## src/rtl/sync_fifo_param.sv

```systemverilog
// Single-clock parametrised FIFO with an occupancy count, a programmable threshold and clearable
// sticky overflow/underflow flags. A read and a write in the same cycle at full are both accepted.
module sync_fifo_param #(
  parameter int DATA_W = 8,
  parameter int ADDR_W = 4,
  parameter int THRESH = 8
) (
  input  logic              clk,
  input  logic              rst,
  input  logic              wr,
  input  logic              rd,
  input  logic              clr_flags,
  input  logic [DATA_W-1:0] data_in,
  output logic [DATA_W-1:0] data_out,
  output logic [ADDR_W:0]   fifo_count,
  output logic              fifo_full,
  output logic              fifo_empty,
  output logic              fifo_threshold,
  output logic              fifo_overflow,
  output logic              fifo_underflow
);

  localparam int             DEPTH    = 1 << ADDR_W;
  localparam logic [ADDR_W:0] DEPTH_C  = {1'b1, {ADDR_W{1'b0}}};
  localparam logic [ADDR_W:0] ONE_C    = {{ADDR_W{1'b0}}, 1'b1};
  localparam logic [ADDR_W:0] ZERO_C   = '0;
  localparam logic [ADDR_W:0] THRESH_C = THRESH[ADDR_W:0];

  typedef enum logic [1:0] {S_EMPTY, S_PARTIAL, S_FULL} state_t;

  state_t              state_q, state_d;
  logic [ADDR_W:0]     wptr_q, wptr_d;
  logic [ADDR_W:0]     rptr_q, rptr_d;
  logic [ADDR_W:0]     count_q, count_d;
  logic [DATA_W-1:0]   data_q;
  logic                ovf_q, ovf_d;
  logic                unf_q, unf_d;
  logic                wr_ok, rd_ok;
  logic                st_full, st_empty;
  logic [DATA_W-1:0]   mem_q [DEPTH];

  always_comb begin
    st_full  = (state_q == S_FULL);
    st_empty = (state_q == S_EMPTY);
    // A read frees a slot in the same edge, so a write at full is still accepted when paired with rd.
    wr_ok    = wr && (!st_full || rd);
    rd_ok    = rd && !st_empty;

    wptr_d  = wr_ok ? wptr_q + ONE_C : wptr_q;
    rptr_d  = rd_ok ? rptr_q + ONE_C : rptr_q;

    count_d = count_q;
    case ({wr_ok, rd_ok})
      2'b10:   count_d = count_q + ONE_C;
      2'b01:   count_d = count_q - ONE_C;
      default: count_d = count_q;
    endcase

    if (count_d == ZERO_C)       state_d = S_EMPTY;
    else if (count_d == DEPTH_C) state_d = S_FULL;
    else                         state_d = S_PARTIAL;

    // Setting a sticky flag takes priority over clearing it in the same cycle.
    ovf_d = (wr && st_full && !rd) || (ovf_q && !clr_flags);
    unf_d = (rd && st_empty) || (unf_q && !clr_flags);
  end

  always_ff @(posedge clk) begin
    if (rst) begin
      state_q <= S_EMPTY;
      wptr_q  <= '0;
      rptr_q  <= '0;
      count_q <= '0;
      data_q  <= '0;
      ovf_q   <= 1'b0;
      unf_q   <= 1'b0;
    end else begin
      state_q <= state_d;
      wptr_q  <= wptr_d;
      rptr_q  <= rptr_d;
      count_q <= count_d;
      ovf_q   <= ovf_d;
      unf_q   <= unf_d;
      if (rd_ok) data_q <= mem_q[rptr_q[ADDR_W-1:0]];
    end
  end

  always_ff @(posedge clk) begin
    if (!rst && wr_ok) mem_q[wptr_q[ADDR_W-1:0]] <= data_in;
  end

  assign data_out       = data_q;
  assign fifo_count     = count_q;
  assign fifo_empty     = (wptr_q == rptr_q);
  assign fifo_full      = (wptr_q[ADDR_W] != rptr_q[ADDR_W]) &&
                          (wptr_q[ADDR_W-1:0] == rptr_q[ADDR_W-1:0]);
  assign fifo_threshold = (count_q >= THRESH_C);
  assign fifo_overflow  = ovf_q;
  assign fifo_underflow = unf_q;

endmodule

```

## config.mk

```make
export PLATFORM = sky130hd
export DESIGN_NAME = sync_fifo_param
export DESIGN_NICKNAME = d
export VERILOG_FILES = /design/src/rtl/sync_fifo_param.sv
export SDC_FILE = /design/constraint.sdc
export NUM_CORES = 1
export LEC_CHECK = 0
export ABC_AREA = 1
export CORE_ASPECT_RATIO = 0.9
export CORE_MARGIN = 8
export CORE_UTILIZATION = 54
export CTS_CLUSTER_DIAMETER = 80
export CTS_CLUSTER_SIZE = 40
export DETAILED_ROUTE_END_ITERATION = 16
export HOLD_SLACK_MARGIN = 0.08
export PLACE_DENSITY = 0.73
export SETUP_SLACK_MARGIN = 0.1
export SLEW_MARGIN = 15
export SYNTH_ARGS = -nofsm -noshare
export SYNTH_HDL_FRONTEND = slang
export SYNTH_SLANG_ARGS = --single-unit
```

## constraint.sdc

```tcl
create_clock -name clk -period 2.8 [get_ports clk]
set_input_delay 0.56 -clock clk [delete_from_list [all_inputs] [get_ports clk]]
set_output_delay 0.56 -clock clk [all_outputs]
set_load 0.01 [all_outputs]
```

# [After elaboration in Yosys (flattened, before gate mapping)]
# Memory sizes are Yosys's and may differ from the RTL's. A register that Yosys moved wholly into a read port is not among the register bits.
# Cells that the tools add are included.
[word_totals] ff_bits=19 mem_bits_rw=128 output_inout_bits=18 word_cells=43 memories=1
[memory_table] memory="mem_q" depth=16 word_bits=8 rd=1 rd_clocked_by_memory_dff=1 write_ports=1 line_no="40" text="logic [DATA_W-1:0] mem_q [DEPTH];"
[op_classes] n_addsub=4 n_lt_le_gt_ge=1 n_eq_ne=7 muxes=4 n_reduce_logical=20
[ops] op="5-bit by 1-bit adder with 5-bit output (second input constant)" n=3
[ops] op="5-bit case mux with 2 select lines" n=1
[ops] op="1-bit logical AND" n=9
[ops] op="5-bit == test" n=1
[ops] op="5-bit == test (second input constant)" n=1
[ops] op="5-bit by 4-bit >= comparator with 1-bit output (second input constant)" n=1
[ops] op="1-bit zero test" n=5
[ops] op="5-bit zero test" n=1
[ops] op="5-bit by 1-bit subtractor with 5-bit output (second input constant)" n=1
[ops] op="2-bit == test (second input constant)" n=2
[ops] op="4-bit == test" n=1
[ops] op="1-bit logical OR" n=3
[ops] op="2-bit by 1-bit == test with 1-bit output (second input constant)" n=1
[ops] op="2-bit zero test" n=1
[ops] op="1-bit two-way mux" n=2
[ops] op="2-bit two-way mux" n=1
[ops] op="2-bit OR reduction" n=1
[ops] op="1-bit != test" n=1

# [Depth between registers and ports, before layout]
[depth] ltp_word=8 mapped_depth=17

# [Worst setup path before layout]
# No wires, ideal clock.
[synth_timing] path_type="input to register" startpoint="in rd" endpoint="reg state_q[0]" arrival_time_ps=1975 required_ps=2691 path_slack_ps=716 cell_stages=10 n_path_buf=1 path_cell_list="nand2_1 -> clkinv_1 -> buf_2 -> ha_1 -> o21ai_0 -> nand2_1 -> nor2_2 -> nand3_2 -> nand2_1 -> inv_1"
[synth_via] elab_chain_len=6 word_cells_on_any_way=10
[synth_rtl] element="start: declaration" line_no="11" text="input logic rd,"
[synth_rtl] element="1-bit logical OR" line_no="46" text="wr_ok = wr && (!st_full || rd);"
[synth_rtl] element="1-bit logical AND" line_no="46"
[synth_rtl] element="2-bit by 1-bit == test with 1-bit output or 2-bit == test (tied branches)" line_no="53" text="case ({wr_ok, rd_ok})"
[synth_rtl] element="5-bit case mux with 2 select lines (*)" line_no="53"
[synth_rtl] element="5-bit == test or 5-bit zero test (tied branches)" line_no="60, 59"
[synth_rtl] element="2-bit two-way mux or 2-bit OR reduction (tied branches)"
[synth_rtl] element="end signal: assignment" line_no="78" text="state_q <= state_d;"
[synth_rtl] element="end: declaration" line_no="31" text="state_t state_q, state_d;"
# Mark *: on every way between the ends. The rest lies on a longest branch, timed or not.
# A chain may end at the register's enable or synchronous reset.

# [Final worst setup path]
[layout_timing] startpoint="reg rptr_q[0]" endpoint="out fifo_full"
[layout_via] elab_chain_len=2
[layout_rtl] element="start: declaration" line_no="33" text="logic [ADDR_W:0] rptr_q, rptr_d;"
[layout_rtl] element="start signal: assignment" line_no="80" text="rptr_q <= rptr_d;"
[layout_rtl] element="4-bit == test" line_no="96" text="(wptr_q[ADDR_W-1:0] == rptr_q[ADDR_W-1:0]);"
[layout_rtl] element="1-bit logical AND" line_no="95" text="assign fifo_full = (wptr_q[ADDR_W] != rptr_q[ADDR_W]) &&"
[layout_rtl] element="end: declaration" line_no="16" text="output logic fifo_full,"
# No other way between the ends.

==> results_tabular.tex <==
\begin{tabular}{lr}
\hline
Metric & Value \\
\hline
\multicolumn{2}{l}{\textbf{Die}} \\
\quad Std cell rows & 37 \\
\quad Die height & 119 um \\
\quad Total I/O pin count & 31 \\
\quad Die area & 15600 sq um \\
\quad Die extent in x & 131 um \\
\quad Placeable core region & 11500 sq um \\
\quad Initial standard-cell utilization of the core & 55.6\% \\
\multicolumn{2}{l}{\textbf{Clocking}} \\
\quad Number of instances resized during post-cts repair & 0 \\
\quad Number of clock buffers inserted by TritonCTS & 17 \\
\quad Clock latency on the worst-skew pair & 420 ps \\
\quad Maximum buffer depth of the clock tree & 2 \\
\quad Buffer type at the clock tree root & sky130\_fd\_sc\_hd\_\_clkbuf\_16 \\
\quad TritonCTS clock tree & done \\
\quad Setup Fix Bufs, Post-CTS & 0 \\
\quad Count of hold buffers inserted by post-cts repair & 0 \\
\quad Register clock-pin slew on the reported worst setup and hold paths & 60 ps \\
\quad Clock net sink count & 155 \\
\quad H-Tree Depth & 4 \\
\multicolumn{2}{l}{\textbf{Route}} \\
\quad Vias after detailed routing & 4462 \\
\quad Number of detailed-routing iterations run before antenna repair & 5 \\
\quad First DRT Iteration DRCs & 461 \\
\quad Count of nets left with antenna violations after detail routing & 0 \\
\quad DR vias/cell & 5.72 \\
\quad Residual DRC & 0 \\
\quad Detailed-route wire length per cell & 18.8 um \\
\quad Routed Wire Length & 14600 um \\
\multicolumn{2}{l}{\textbf{STA}} \\
\quad Sum Neg Setup Slack & 0 ps \\
\quad Final-report max-slew violation count & 0 \\
\quad Maximum frequency from static timing analysis & 399 MHz \\
\quad Slew of the pin with the lowest slew margin & 699 ps \\
\quad Minimum clock period & 2510 ps \\
\quad Final hold violation count & 0 \\
\quad Skew final & 7.19 ps \\
\quad Worst-case headroom to the max-slew limit & 53.2\% \\
\quad Unrepaired setup endpoints after global routing & no \\
\quad Final clock period utilization by the worst path & 89.5\% \\
\quad Final number of setup-violating endpoints & 0 \\
\multicolumn{2}{l}{\textbf{Synthesis}} \\
\quad Synthesized netlist net count & 577 \\
\quad Synth cell types & 31 \\
\quad Flip-flop and latch count after synthesis & 155 \\
\quad Sequential cell area fraction in the yosys report & 68.7\% \\
\quad Synthesis warning total & 0 \\
\quad Mapped cell area & 6380 sq um \\
\quad Post-Synthesis Cells & 557 \\
\quad Syn\_area\_per\_cell & 11.5 sq um \\
\multicolumn{2}{l}{\textbf{Worst setup path}} \\
\quad Crit Reg-Reg Endpoint & fifo\_count[4] \\
\quad CP Data Required Time & 2240 ps \\
\quad Startpoint kind of the worst setup timing path & flop \\
\quad Capturing element type of the critical path & primary output \\
\quad Class of the most critical setup path & reg2out \\
\quad Slack of the worst reg-to-reg path & 750 ps \\
\quad Number of cells on the worst reg-to-reg path & 15 \\
\quad Max Fanout on Critical Path & 15 \\
\quad Reg2reg start & state\_q[1] \\
\quad WP data arrival & 1950 ps \\
\multicolumn{2}{l}{\textbf{Global routing}} \\
\quad Overflow after GRT & 0 \\
\quad Number of global-route vias before repair & 4458 \\
\quad Aggregate global-route resource usage & 19.5\% \\
\quad Antenna violations before repair & 0 \\
\quad Global-route wire length before repair & 23200 um \\
\quad Maximum number of pins on one net before global-route repair & 55 \\
\multicolumn{2}{l}{\textbf{Pwr}} \\
\quad Share of total power in the clock network & 41.5\% \\
\quad Psw & 1.56 mW \\
\quad Reg power frac & 43.4\% \\
\quad Maximum vdd drop & 0.494 mV \\
\quad Internal Dissipation & 4.50 mW \\
\quad Pwr per Cell Area & 793 nW/um\^{}2 \\
\quad Logic pwr share & 15.2\% \\
\quad Leak & 2.71 nW \\
\quad Net switching fraction of the power & 25.7\% \\
\multicolumn{2}{l}{\textbf{Layout}} \\
\quad Count of inserted antenna diode cells & 0 \\
\quad Layout cell share with drive strength beyond 1 & 12.2\% \\
\quad Multi-input logic area & 1730 sq um \\
\quad Final Non-Filler Cells & 780 \\
\quad Leading cell type in the layout, fill and taps excluded & sky130\_fd\_sc\_hd\_\_edfxtp\_1 \\
\quad Relative area change from synthesis to final layout & 19.7\% \\
\quad Number of nets at the end of the flow & 631 \\
\quad Sequential standard cell area & 4390 sq um \\
\quad Total of fill cells in the finished design & 885 \\
\quad Commonest cells after routing, fill and taps aside & sky130\_fd\_sc\_hd\_\_edfxtp\_1 (128), sky130\_fd\_sc\_hd\_\_nor2\_1 (98), sky130\_fd\_sc\_hd\_\_o21ai\_0 (82) \\
\multicolumn{2}{l}{\textbf{Worst hold path}} \\
\quad Class of the tightest hold or removal check & reg2reg \\
\quad Destination of the worst hold path & fifo\_overflow \\
\quad Launch instance of the worst min-delay path & fifo\_overflow \\
\quad Number of cells traversed by the worst hold path & 2 \\
\multicolumn{2}{l}{\textbf{Placement}} \\
\quad Post-DP HPWL & 8970 um \\
\quad Port bufs & 30 \\
\quad Instance count after placement with tap cells included & 748 \\
\quad Final weighted congestion in routability-driven placement & 0.867 \\
\multicolumn{2}{l}{\textbf{Flow run}} \\
\quad Maxcap violations & 0 \\
\multicolumn{2}{l}{\textbf{Run status}} \\
\quad Result of the run & finished clean \\
\hline
\end{tabular}
## critical path, stage by stage, from the launching register on
cell and delay [ps]:
sky130_fd_sc_hd__dfxtp_2 530, sky130_fd_sc_hd__xnor2_1 180, sky130_fd_sc_hd__nand4_1 160, sky130_fd_sc_hd__nor2_1 120
sky130_fd_sc_hd__clkdlybuf4s50_1 540
## routing by layer
metal	vias up	share of wire (%)	track usage [%]	wire, um
li1	2102	-	-	-
met1	2174	42	24.1	6180
met2	163	49	32.0	7220
met3	23	6.8	5.40	991
met4	0	1.6	7.53	238
met5	-	0	0	0
## Yosys cell counts
master / n / area (sq um)
sky130_fd_sc_hd__clkbuf_2: 1 / 5.00
sky130_fd_sc_hd__a41oi_1: 1 / 8.76
sky130_fd_sc_hd__a21oi_1: 22 / 110
sky130_fd_sc_hd__clkbuf_1: 10 / 37.5
sky130_fd_sc_hd__clkinv_1: 1 / 3.75
sky130_fd_sc_hd__nand4_1: 5 / 31.3
sky130_fd_sc_hd__nor2_2: 1 / 6.26
sky130_fd_sc_hd__nand2_2: 2 / 12.5
sky130_fd_sc_hd__edfxtp_1: 128 / 3840
sky130_fd_sc_hd__xnor2_1: 5 / 43.8
sky130_fd_sc_hd__buf_4: 4 / 30.0
sky130_fd_sc_hd__ha_1: 7 / 87.6
sky130_fd_sc_hd__o21ai_1: 6 / 30.0
sky130_fd_sc_hd__buf_2: 10 / 50.1
sky130_fd_sc_hd__dfxtp_1: 27 / 541
sky130_fd_sc_hd__nor2_1: 98 / 368
sky130_fd_sc_hd__nand2_4: 1 / 11.3
sky130_fd_sc_hd__or2_2: 1 / 6.26
sky130_fd_sc_hd__o211ai_1: 7 / 52.6
sky130_fd_sc_hd__nor3_1: 5 / 25.0
sky130_fd_sc_hd__a41oi_2: 2 / 32.5
sky130_fd_sc_hd__inv_1: 30 / 113
sky130_fd_sc_hd__buf_6: 1 / 11.3
sky130_fd_sc_hd__nand3_2: 3 / 30.0
sky130_fd_sc_hd__o21ai_0: 82 / 410
sky130_fd_sc_hd__o22ai_1: 17 / 106
sky130_fd_sc_hd__nand2_1: 52 / 195
sky130_fd_sc_hd__inv_2: 4 / 15.0
sky130_fd_sc_hd__nand3_1: 13 / 65.1
sky130_fd_sc_hd__o221ai_1: 9 / 78.8
sky130_fd_sc_hd__xor2_1: 2 / 17.5
## final cells by class
| type | instances | area share, % |
|---|---|---|
| sequential | 155 | 57.4 |
| clock inverter | 13 | 2.83 |
| inverter | 35 | 1.72 |
| tap | 156 | 2.56 |
| clock buffer | 19 | 5.67 |
| timing repair buffer | 61 | 7.14 |
| multi-input combinational | 341 | 22.6 |
## registers in the layout (all words and copies together), names as in the netlist
name            flops
rptr_q              5
mem_q             128
state_q             2
fifo_underflow      1
wptr_q              5
fifo_count          5
data_out            8
fifo_overflow       1
## power groups by stage
stage	registers, mW	logic [mW]	clock network, mW
floorplan	2.67	0.582	0
global placement	2.67	0.882	0
detailed placement	2.67	0.904	0
CTS	2.63	0.914	2.52
global route	2.63	1.01	2.62
finish	2.63	0.920	2.51
## kinds of logic (layout without fill, tap and decap cells)
group	count (synthesis)	count (layout)	synth area share (%)
buffers and inverters	61	128	4.16
flip-flops	155	155	68.7
AND/OR/NAND/NOR	181	181	11.8
adder cells (fa/ha/maj)	7	7	1.37
AO/OA/AOI/OAI	146	146	13.0
XOR/XNOR	7	7	0.961
## how the worst max path moves through the flow
stage	from	end	slack, ps
floorplan	rd	state_q[0]	720
global placement	rd	mem_q[4][2]	270
detailed placement	rd	fifo_count[4]	170
CTS	rptr_q[0]	fifo_full	270
global route	rptr_q[0]	fifo_empty	210
finish	rptr_q[0]	fifo_full	290
## stage by stage
| step | hold WS [ps] | util [%] | instance area, sq um | power, mW | worst slack, ps |
|---|---|---|---|---|---|
| finish | 461 | 66.5 | 7640 | 6.06 | 293 |
| detailed placement | 453 | 60.9 | 6990 | 3.58 | 165 |
| global placement | 454 | 60.9 | 6990 | 3.55 | 266 |
| floorplan | 443 | - | 6380 | 3.25 | 716 |
| CTS | 463 | 66.5 | 7640 | 6.06 | 272 |
| global route | 504 | 66.5 | 7640 | 6.27 | 214 |
Note: power is estimated with default switching activity, not from simulation.
